**src/rtl/piece_move_ctrl_pkg.sv**
```systemverilog
// Shared types and constants for the falling-piece move controller.
// Pose widths, mode codes, FSM states and request bit positions.
package piece_move_ctrl_pkg;

  localparam int MODE_BITS     = 2;
  localparam int X_POS_IN_BITS = 4;
  localparam int Y_POS_IN_BITS = 5;
  localparam int BITS_ROT      = 2;

  localparam int X_MAX_DEF = 9;
  localparam int Y_MAX_DEF = 19;

  localparam logic [MODE_BITS-1:0] MODE_PLAY = 2'd1;
  localparam logic [MODE_BITS-1:0] MODE_DROP = 2'd2;

  // Request bit positions; lower index wins arbitration.
  localparam int RQ_TICK  = 0;
  localparam int RQ_LEFT  = 1;
  localparam int RQ_RIGHT = 2;
  localparam int RQ_ROT   = 3;
  localparam int RQ_DOWN  = 4;
  localparam int RQ_N     = 5;

  typedef enum logic [2:0] {
    S_IDLE,
    S_CHECK,
    S_COMMIT,
    S_LOCK,
    S_WAIT_SPAWN
  } state_t;

  typedef struct packed {
    logic [X_POS_IN_BITS-1:0] x;
    logic [Y_POS_IN_BITS-1:0] y;
    logic [BITS_ROT-1:0]      rot;
  } pose_t;

endpackage

```
**src/rtl/move_req_arb.sv**
```systemverilog
// Pending move-request set with fixed-priority grant.
// Cleared bits see same-cycle new pulses re-set them.
module move_req_arb
  import piece_move_ctrl_pkg::*;
(
  input  logic            clk,
  input  logic            rst_n,
  input  logic [RQ_N-1:0] i_req,
  input  logic [RQ_N-1:0] i_clr,
  input  logic            i_flush,
  output logic [RQ_N-1:0] o_grant
);

  logic [RQ_N-1:0] r_pend;

  always_ff @(posedge clk or negedge rst_n) begin
    if (!rst_n) begin
      r_pend <= '0;
    end else if (i_flush) begin
      r_pend <= '0;
    end else begin
      r_pend <= (r_pend & ~i_clr) | i_req;
    end
  end

  // Isolate the lowest set bit: highest priority pending request.
  assign o_grant = r_pend & (~r_pend + RQ_N'(1));

endmodule

```
**src/rtl/piece_move_ctrl.sv**
```systemverilog
// Move/rotate/gravity controller for the active piece.
// Proposes a candidate pose to the collision checker, commits or locks.
module piece_move_ctrl
  import piece_move_ctrl_pkg::*;
#(
  parameter int X_MAX = X_MAX_DEF,
  parameter int Y_MAX = Y_MAX_DEF
) (
  input  logic                     clk,
  input  logic                     rst_n,
  input  logic [MODE_BITS-1:0]     mode,
  input  logic                     tick,
  input  logic                     btn_left_en,
  input  logic                     btn_right_en,
  input  logic                     btn_rotate_en,
  input  logic                     btn_down_en,
  input  logic                     spawn,
  input  logic [X_POS_IN_BITS-1:0] spawn_x,
  input  logic                     collide_valid,
  input  logic                     collide,
  output logic [X_POS_IN_BITS-1:0] test_x,
  output logic [Y_POS_IN_BITS-1:0] test_y,
  output logic [BITS_ROT-1:0]      test_rot,
  output logic                     test_valid,
  output logic [X_POS_IN_BITS-1:0] cur_x,
  output logic [Y_POS_IN_BITS-1:0] cur_y,
  output logic [BITS_ROT-1:0]      cur_rot,
  output logic                     lock_pulse,
  output logic                     busy
);

  state_t          r_state;
  state_t          w_next;
  pose_t           r_cur;
  pose_t           r_test;
  pose_t           w_cand;
  logic            r_tv;
  logic            w_tv_next;
  logic            r_vert;
  logic            w_vert;
  logic            w_load;
  logic            w_commit;
  logic            w_flush;
  logic [RQ_N-1:0] w_clr;
  logic [RQ_N-1:0] w_grant;
  logic [RQ_N-1:0] w_req;
  logic            w_at_bot;

  assign w_req = {btn_down_en, btn_rotate_en,
                  btn_right_en, btn_left_en, tick};

  move_req_arb u_arb (
    .clk     (clk),
    .rst_n   (rst_n),
    .i_req   (w_req),
    .i_clr   (w_clr),
    .i_flush (w_flush),
    .o_grant (w_grant)
  );

  assign w_at_bot = (r_cur.y == Y_POS_IN_BITS'(Y_MAX));

  always_comb begin
    w_next    = r_state;
    w_cand    = r_cur;
    w_vert    = 1'b0;
    w_load    = 1'b0;
    w_commit  = 1'b0;
    w_flush   = 1'b0;
    w_clr     = '0;
    w_tv_next = r_tv;
    case (r_state)
      S_IDLE: begin
        if (mode == MODE_DROP) begin
          // Forced descent satisfies every pending request.
          w_clr    = '1;
          w_vert   = 1'b1;
          w_cand.y = r_cur.y + Y_POS_IN_BITS'(1);
          if (w_at_bot) w_next = S_LOCK;
          else          w_load = 1'b1;
        end else if (mode == MODE_PLAY) begin
          w_clr = w_grant;
          unique case (1'b1)
            w_grant[RQ_TICK], w_grant[RQ_DOWN]: begin
              w_vert   = 1'b1;
              w_cand.y = r_cur.y + Y_POS_IN_BITS'(1);
              if (w_at_bot) w_next = S_LOCK;
              else          w_load = 1'b1;
            end
            w_grant[RQ_LEFT]: begin
              w_cand.x = r_cur.x - X_POS_IN_BITS'(1);
              w_load   = (r_cur.x != '0);
            end
            w_grant[RQ_RIGHT]: begin
              w_cand.x = r_cur.x + X_POS_IN_BITS'(1);
              w_load   = (r_cur.x != X_POS_IN_BITS'(X_MAX));
            end
            w_grant[RQ_ROT]: begin
              w_cand.rot = r_cur.rot + BITS_ROT'(1);
              w_load     = 1'b1;
            end
            default: ;
          endcase
        end else begin
          w_flush = 1'b1;
        end
      end
      S_CHECK: begin
        if (collide_valid) begin
          w_tv_next = 1'b0;
          if (!collide)    w_next = S_COMMIT;
          else if (r_vert) w_next = S_LOCK;
          else             w_next = S_IDLE;
        end
      end
      S_COMMIT: begin
        w_commit = 1'b1;
        w_next   = S_IDLE;
      end
      S_LOCK: begin
        w_flush = 1'b1;
        w_next  = S_WAIT_SPAWN;
      end
      S_WAIT_SPAWN: w_flush = 1'b1;
      default:      w_next  = S_IDLE;
    endcase
    if (w_load) begin
      w_next    = S_CHECK;
      w_tv_next = 1'b1;
    end
    if (spawn) begin
      w_next    = S_IDLE;
      w_flush   = 1'b1;
      w_load    = 1'b0;
      w_commit  = 1'b0;
      w_tv_next = 1'b0;
    end
  end

  always_ff @(posedge clk or negedge rst_n) begin
    if (!rst_n) begin
      r_state <= S_WAIT_SPAWN;
      r_cur   <= '0;
      r_test  <= '0;
      r_tv    <= 1'b0;
      r_vert  <= 1'b0;
    end else begin
      r_state <= w_next;
      r_tv    <= w_tv_next;
      if (spawn) begin
        r_cur.x   <= spawn_x;
        r_cur.y   <= '0;
        r_cur.rot <= '0;
      end else if (w_commit) begin
        r_cur <= r_test;
      end
      if (w_load) begin
        r_test <= w_cand;
        r_vert <= w_vert;
      end
    end
  end

  assign test_x     = r_test.x;
  assign test_y     = r_test.y;
  assign test_rot   = r_test.rot;
  assign test_valid = r_tv;
  assign cur_x      = r_cur.x;
  assign cur_y      = r_cur.y;
  assign cur_rot    = r_cur.rot;
  assign lock_pulse = (r_state == S_LOCK);
  assign busy       = (r_state != S_IDLE);

endmodule
```
**config.mk**
```make
export PLATFORM = sky130hd
export DESIGN_NAME = piece_move_ctrl
export DESIGN_NICKNAME = d
export VERILOG_FILES = /design/src/rtl/piece_move_ctrl_pkg.sv /design/src/rtl/move_req_arb.sv /design/src/rtl/piece_move_ctrl.sv
export SDC_FILE = /design/constraint.sdc
export NUM_CORES = 1
export LEC_CHECK = 0
export CORE_MARGIN = 3
export CORE_UTILIZATION = 48
export CTS_CLUSTER_DIAMETER = 30
export DETAILED_ROUTE_END_ITERATION = 6
export PLACE_DENSITY = 0.8
export SKIP_LAST_GASP = 1
export SYNTH_ARGS = -nofsm -noshare
export SYNTH_HDL_FRONTEND = slang
export SYNTH_SLANG_ARGS = --single-unit
```
**constraint.sdc**
```tcl
create_clock -name clk -period 2.9 [get_ports clk]
set_clock_uncertainty 0.15 [all_clocks]
set_input_delay 0.58 -clock clk [delete_from_list [all_inputs] [get_ports clk]]
set_output_delay 0.58 -clock clk [all_outputs]
set_load 0.01 [all_outputs]
```
* After elaboration in Yosys (flattened, before gate mapping)
Index checks and enable logic that the tools add are counted.
W data, S select, Z words.
** Storage, ports and cells
- Bits in registers :: 32
- Bits in latches :: 0
- Memory bits (writable) :: 0
- Bits in read-only memories :: 0
- Output and inout port bits :: 25
- Memories :: 0
** Cells by class
- Add/subtract/negate cells :: 5
- Multiply operators :: 0
- Divide/modulo/power cells :: 0
- $lt $le $gt $ge :: 0
- Equality and inequality tests :: 12
- Shifts and indexed selects :: 0
- Muxes and demuxes :: 44
- Bitwise gates (word level) :: 5
- Reduce and logical (&&, ||, !) cells :: 10
** Operators by type and width (number)
- $mux W11 :: 4
- $mux W5 :: 6
- $mux W3 :: 7
- $mux W1 :: 18
- $pmux W3 S4 :: 1
- $add A5 B1 Y5 const B :: 2
- $and A5 B5 Y5 :: 2
- $not A5 Y5 :: 2
- $reduce_bool A3 Y1 :: 3
- $mux W2 :: 4
- $ne A4 B4 Y1 const B :: 2
- $pmux W4 S2 :: 1
- $eq A3 B2 Y1 const B :: 2
- $eq A5 B5 Y1 const B :: 1
- $ne A5 B4 Y1 const B :: 1
- $ne A5 B5 Y1 const B :: 1
- $or A5 B5 Y5 :: 1
- $add A4 B1 Y4 const B :: 1
- $mux W4 :: 1
- $pmux W1 S4 :: 1
- $reduce_and A4 Y1 :: 1
- $reduce_bool A4 Y1 :: 1
- $reduce_or A2 Y1 :: 2
- $sub A4 B1 Y4 const B :: 1
- 10 further kinds :: 10

* Longest topological paths before layout
- Word-level depth :: 10
- Depth in mapped cells :: 9

* By module
From an unflattened synthesis, not the netlist that was laid out.
** Second synthesis, totals
- Cell total of the unflattened synthesis :: 176
- Area, all modules :: 1849.3 µm²
** By module, submodules not included
- piece_move_ctrl :: instances 1, cells each 150, area each 1591.5 µm², seq. area each 676.9 µm²
- move_req_arb :: instances 1, cells each 26, area each 257.7 µm², seq. area each 125.1 µm²

* Worst setup path after synthesis
OpenSTA, ideal clock, no wires.
- Path kind :: register -> register
- From :: reg u_arb.r_pend[0]
- To :: reg r_test, in the netlist test_x[3]
- Setup time :: 0.125 ns
- Arrival :: 2.174 ns
- Data required time :: 2.625 ns
- Setup slack :: 0.451 ns
- Cell stages (with the launch flop) :: 10
- Buffers on the path :: 1
- Cell sequence :: dfrtp_1 -> clkbuf_1 -> nor2_1 -> nand2_1 -> ha_1 -> a211oi_1 -> or4b_2 -> a21oi_1 -> xor2_1 -> mux2_4
** Between the ends
- Word-level cells in the longest chain between the ends :: 9
- Elaborated cells on any way between the ends :: 13
** Ends and longest elaborated chain
- start: declaration :: RTL line move_req_arb.sv:14 : logic [RQ_N-1:0] r_pend;
- start signal: assignment :: RTL line move_req_arb.sv:22 : r_pend <= (r_pend & ~i_clr) | i_req;
- $not A5 Y5 :: RTL line move_req_arb.sv:27 : assign o_grant = r_pend & (~r_pend + RQ_N'(1));
- $add A5 B1 Y5 :: RTL line move_req_arb.sv:27
- $and A5 B5 Y5 (*) :: RTL line move_req_arb.sv:27
- $reduce_or A2 Y1 :: RTL line piece_move_ctrl.sv:83 : unique case (1'b1)
- $pmux W1 S4 :: RTL line piece_move_ctrl.sv:83
- $mux W1 :: RTL line piece_move_ctrl.sv:81 : end else if (mode == MODE_PLAY) begin
- $mux W1 :: RTL line piece_move_ctrl.sv:74 : if (mode == MODE_DROP) begin
- $mux W1 :: RTL line piece_move_ctrl.sv:72 : case (r_state)
- $mux W1 :: RTL line piece_move_ctrl.sv:131 : if (spawn) begin
- end signal: assignment :: RTL line piece_move_ctrl.sv:158 : r_test <= w_cand;
- end: declaration :: RTL line piece_move_ctrl.sv:35 : pose_t r_test;
Mark *: on every way between the ends. The rest lies on a longest branch, timed or not.
A chain may end at the register's enable or synchronous reset.

* Worst setup path in the final report
Same ends and word-level chain as after synthesis.

==> out/summary.txt <==
Outcome = completed
WL/cell = 16.4 microns
Setup Crit Path Kind = flop to flop
LEAKAGE = 1.09 nW
Worst hold path class = flop to flop
Mapped Area = 1830 sq um
# H-tree levels = 2
Slowest stage delay, CP = 640 ps
Gr ovfl total = 0
Ports = 41
Crit start category = flop
ANT nets after route = 0
Cell chain of the critical path = nor2_1 > nand2_1 > ha_1 > a211oi_1 > or4b_2 > a21oi_1 > xor2_1 > mux2_4
Row count = 21
Worst Path Max Fanout = 8
Unique masters post-synth = 43
Largest net degree at the start of global routing = 33
Max-slew headroom = 0.599
Yosys warning count = 0
Worst IR Drop VDD = 0.348 mV
Number of global-route vias before repair = 1,567
RSZ-0062 raised after global routing = no
# hold bufs at CTS = 0
Buffer and inverter count on the worst path = 0
DIE AREA = 4600 sq um
Count leader, synth = dfrtp_1
Largest cells by area after synthesis = dfrtp_1 (42%), mux2_4 (8.2%), mux2i_1 (6.0%)
Period utilization = 0.908
Ys async rst share = 1.00
Setup Fix Bufs, Post-CTS = 0
Clk_lat worst skew = 290 ps
Total power = 1.32 mW
Top cell type's share of synthesized area = 0.423
FMAX = 380 MHz
Via Count = 1,483
Final Hold Violating Endpoints = 0
Num CTS Buffers = 5
Final Setup Violations = 0
Syn Nets = 195
Register Area = 802 sq um
DPL Wire Length = 3.18 mm
Worst-path clk slew = 70 ps
Post-Syn Instances = 173
DRT iter0 DRCs = 90
CTS Buffer Depth = 2
Worst Hold Margin = 396 ps
First-pass GRT wire length = 7.46 mm
Avg Cell Area, Syn = 10.6 sq um
Starting Density = 0.525
Slew Viols, Final = 0
WP data required = 2930 ps
Die Ht = 67.8 microns
Setup crit end kind = flop
Antenna violations before repair = 0
Post-synth top cells = dfrtp_1 (31), nor2_1 (23), o21ai_0 (12)
CP Data Arrival Time = 2660 ps
Number of I/O port buffers = 40
Drt drc = 0
Worst-margin pin slew = 597 ps
Seq/Total Area, Yosys = 0.437
Post-CTS Resized = 0
Yosys top cell by area = dfrtp_1
Post-synth EDFFs = 0
Flops & latches, synth = 32
Clock sink total = 32
Share of layout cells above drive strength 1 = 0.176
Vias/cell = 5.53
CTS tree = built
Multi-input logic area = 963 sq um
Top delay family on crit path = simple AND/OR/NAND/NOR gates
Min cycle time layout = 2630 ps
Maxcap violations = 0
Power per Cell Area = 546 nW/um^2
Placeable Area = 3490 sq um
DRT Pass-1 Iters = 4
WL final = 4.40 mm
Filler instances = 278
RePlAce Congestion = 0.881
Syn-to-layout area delta = 31.4%
Final core utilization = 0.690
Prevailing post-synth register cell = dfrtp_1
Root buffer cell = clkbuf_8
Die X = 67.8 microns
Final antenna diode count = 0
CP max-delay cell = or4b_2
Total track usage = 0.218
Final nets = 243
==> cells by family after synthesis <==
group,Yosys count,synth area share
AND/OR/NAND/NOR,55,0.161
flip-flops,32,0.437
AO/OA/AOI/OAI,31,0.101
multiplexers,26,0.173
buffers and inverters,14,0.0402
XOR/XNOR,9,0.0430
adder cells (fa/ha/maj),6,0.0450
==> final timing paths <==
path                            startpoint         endpoint  slack (ps)  cells after the start
setup / recovery           u_arb.r_pend[0]        test_x[3]         270                      8
hold / removal             u_arb.r_pend[4]  u_arb.r_pend[4]         400                      2
setup reg to reg           u_arb.r_pend[0]        test_x[3]         270                      8
hold reg to reg            u_arb.r_pend[4]  u_arb.r_pend[4]         400                      2
max in group asynchronous            rst_n       r_state[2]        1720                      2
min in group asynchronous            rst_n  u_arb.r_pend[0]         550                      2
==> metrics by stage <==
stage	cells	setup TNS, ps	cell area (sq um)	setup WS, ps
detailed placement	260	-1.37	2320	-1.37
global placement	260	0	2320	56.0
finish	268	0	2410	267
floorplan	173	0	1830	451
CTS	268	0	2410	286
global route	268	0	2410	130
==> tightest hold or removal path, delay by kind of cell, from the launching register on <==
family          cells  cell delay (ps)
simple gates        1               80
flops               1              360
compound gates      1               70
==> power breakdown <==
part           internal [mW]  switching (mW)  total (mW)  leakage [nW]
sequential             0.503          0.0704       0.574         0.423
clock                  0.193           0.169       0.362        0.0445
combinational          0.224           0.158       0.382         0.618
total                  0.920           0.397        1.32          1.09
==> state kept, by name, summed over array words and instances (netlist names) <==
register / flops
test_x: 4
test_y: 5
test_rot: 2
test_valid: 1
r_state: 3
cur_rot: 2
cur_y: 5
cur_x: 4
r_vert: 1
u_arb.r_pend: 5
==> cell usage in the layout (no fill, tap or decap), types with 3 or more instances in the layout <==
cell type        Yosys  routed
mux2i_1             11      11
inv_1                4       4
clkbuf_8             0       6
xor2_1               5       5
nand2_1             10      10
nor2_1              23      23
clkdlybuf4s50_1      0      40
a21oi_1              9       9
dfrtp_1             31      31
o21ai_0             12      12
mux2_4              10      10
mux2_2               5       5
buf_4                1      10
ha_1                 5       5
nor3_1               3       3
xnor2_1              4       4
==> per-layer routing <==
layer	track usage	wire (microns)
met1	0.276	1980
met2	0.352	2100
met3	0.0640	229
met4	0.0844	98
met5	0	0
==> layout make-up <==
| class | count | area share |
|---|---|---|
| timing repair buffer | 50 | 0.197 |
| multi-input combinational | 127 | 0.400 |
| inverter | 5 | 0.00778 |
| clock inverter | 1 | 0.00311 |
| clock buffer | 7 | 0.0358 |
| sequential | 32 | 0.333 |
| tap | 46 | 0.0239 |
(Power assumes the default switching activity.)
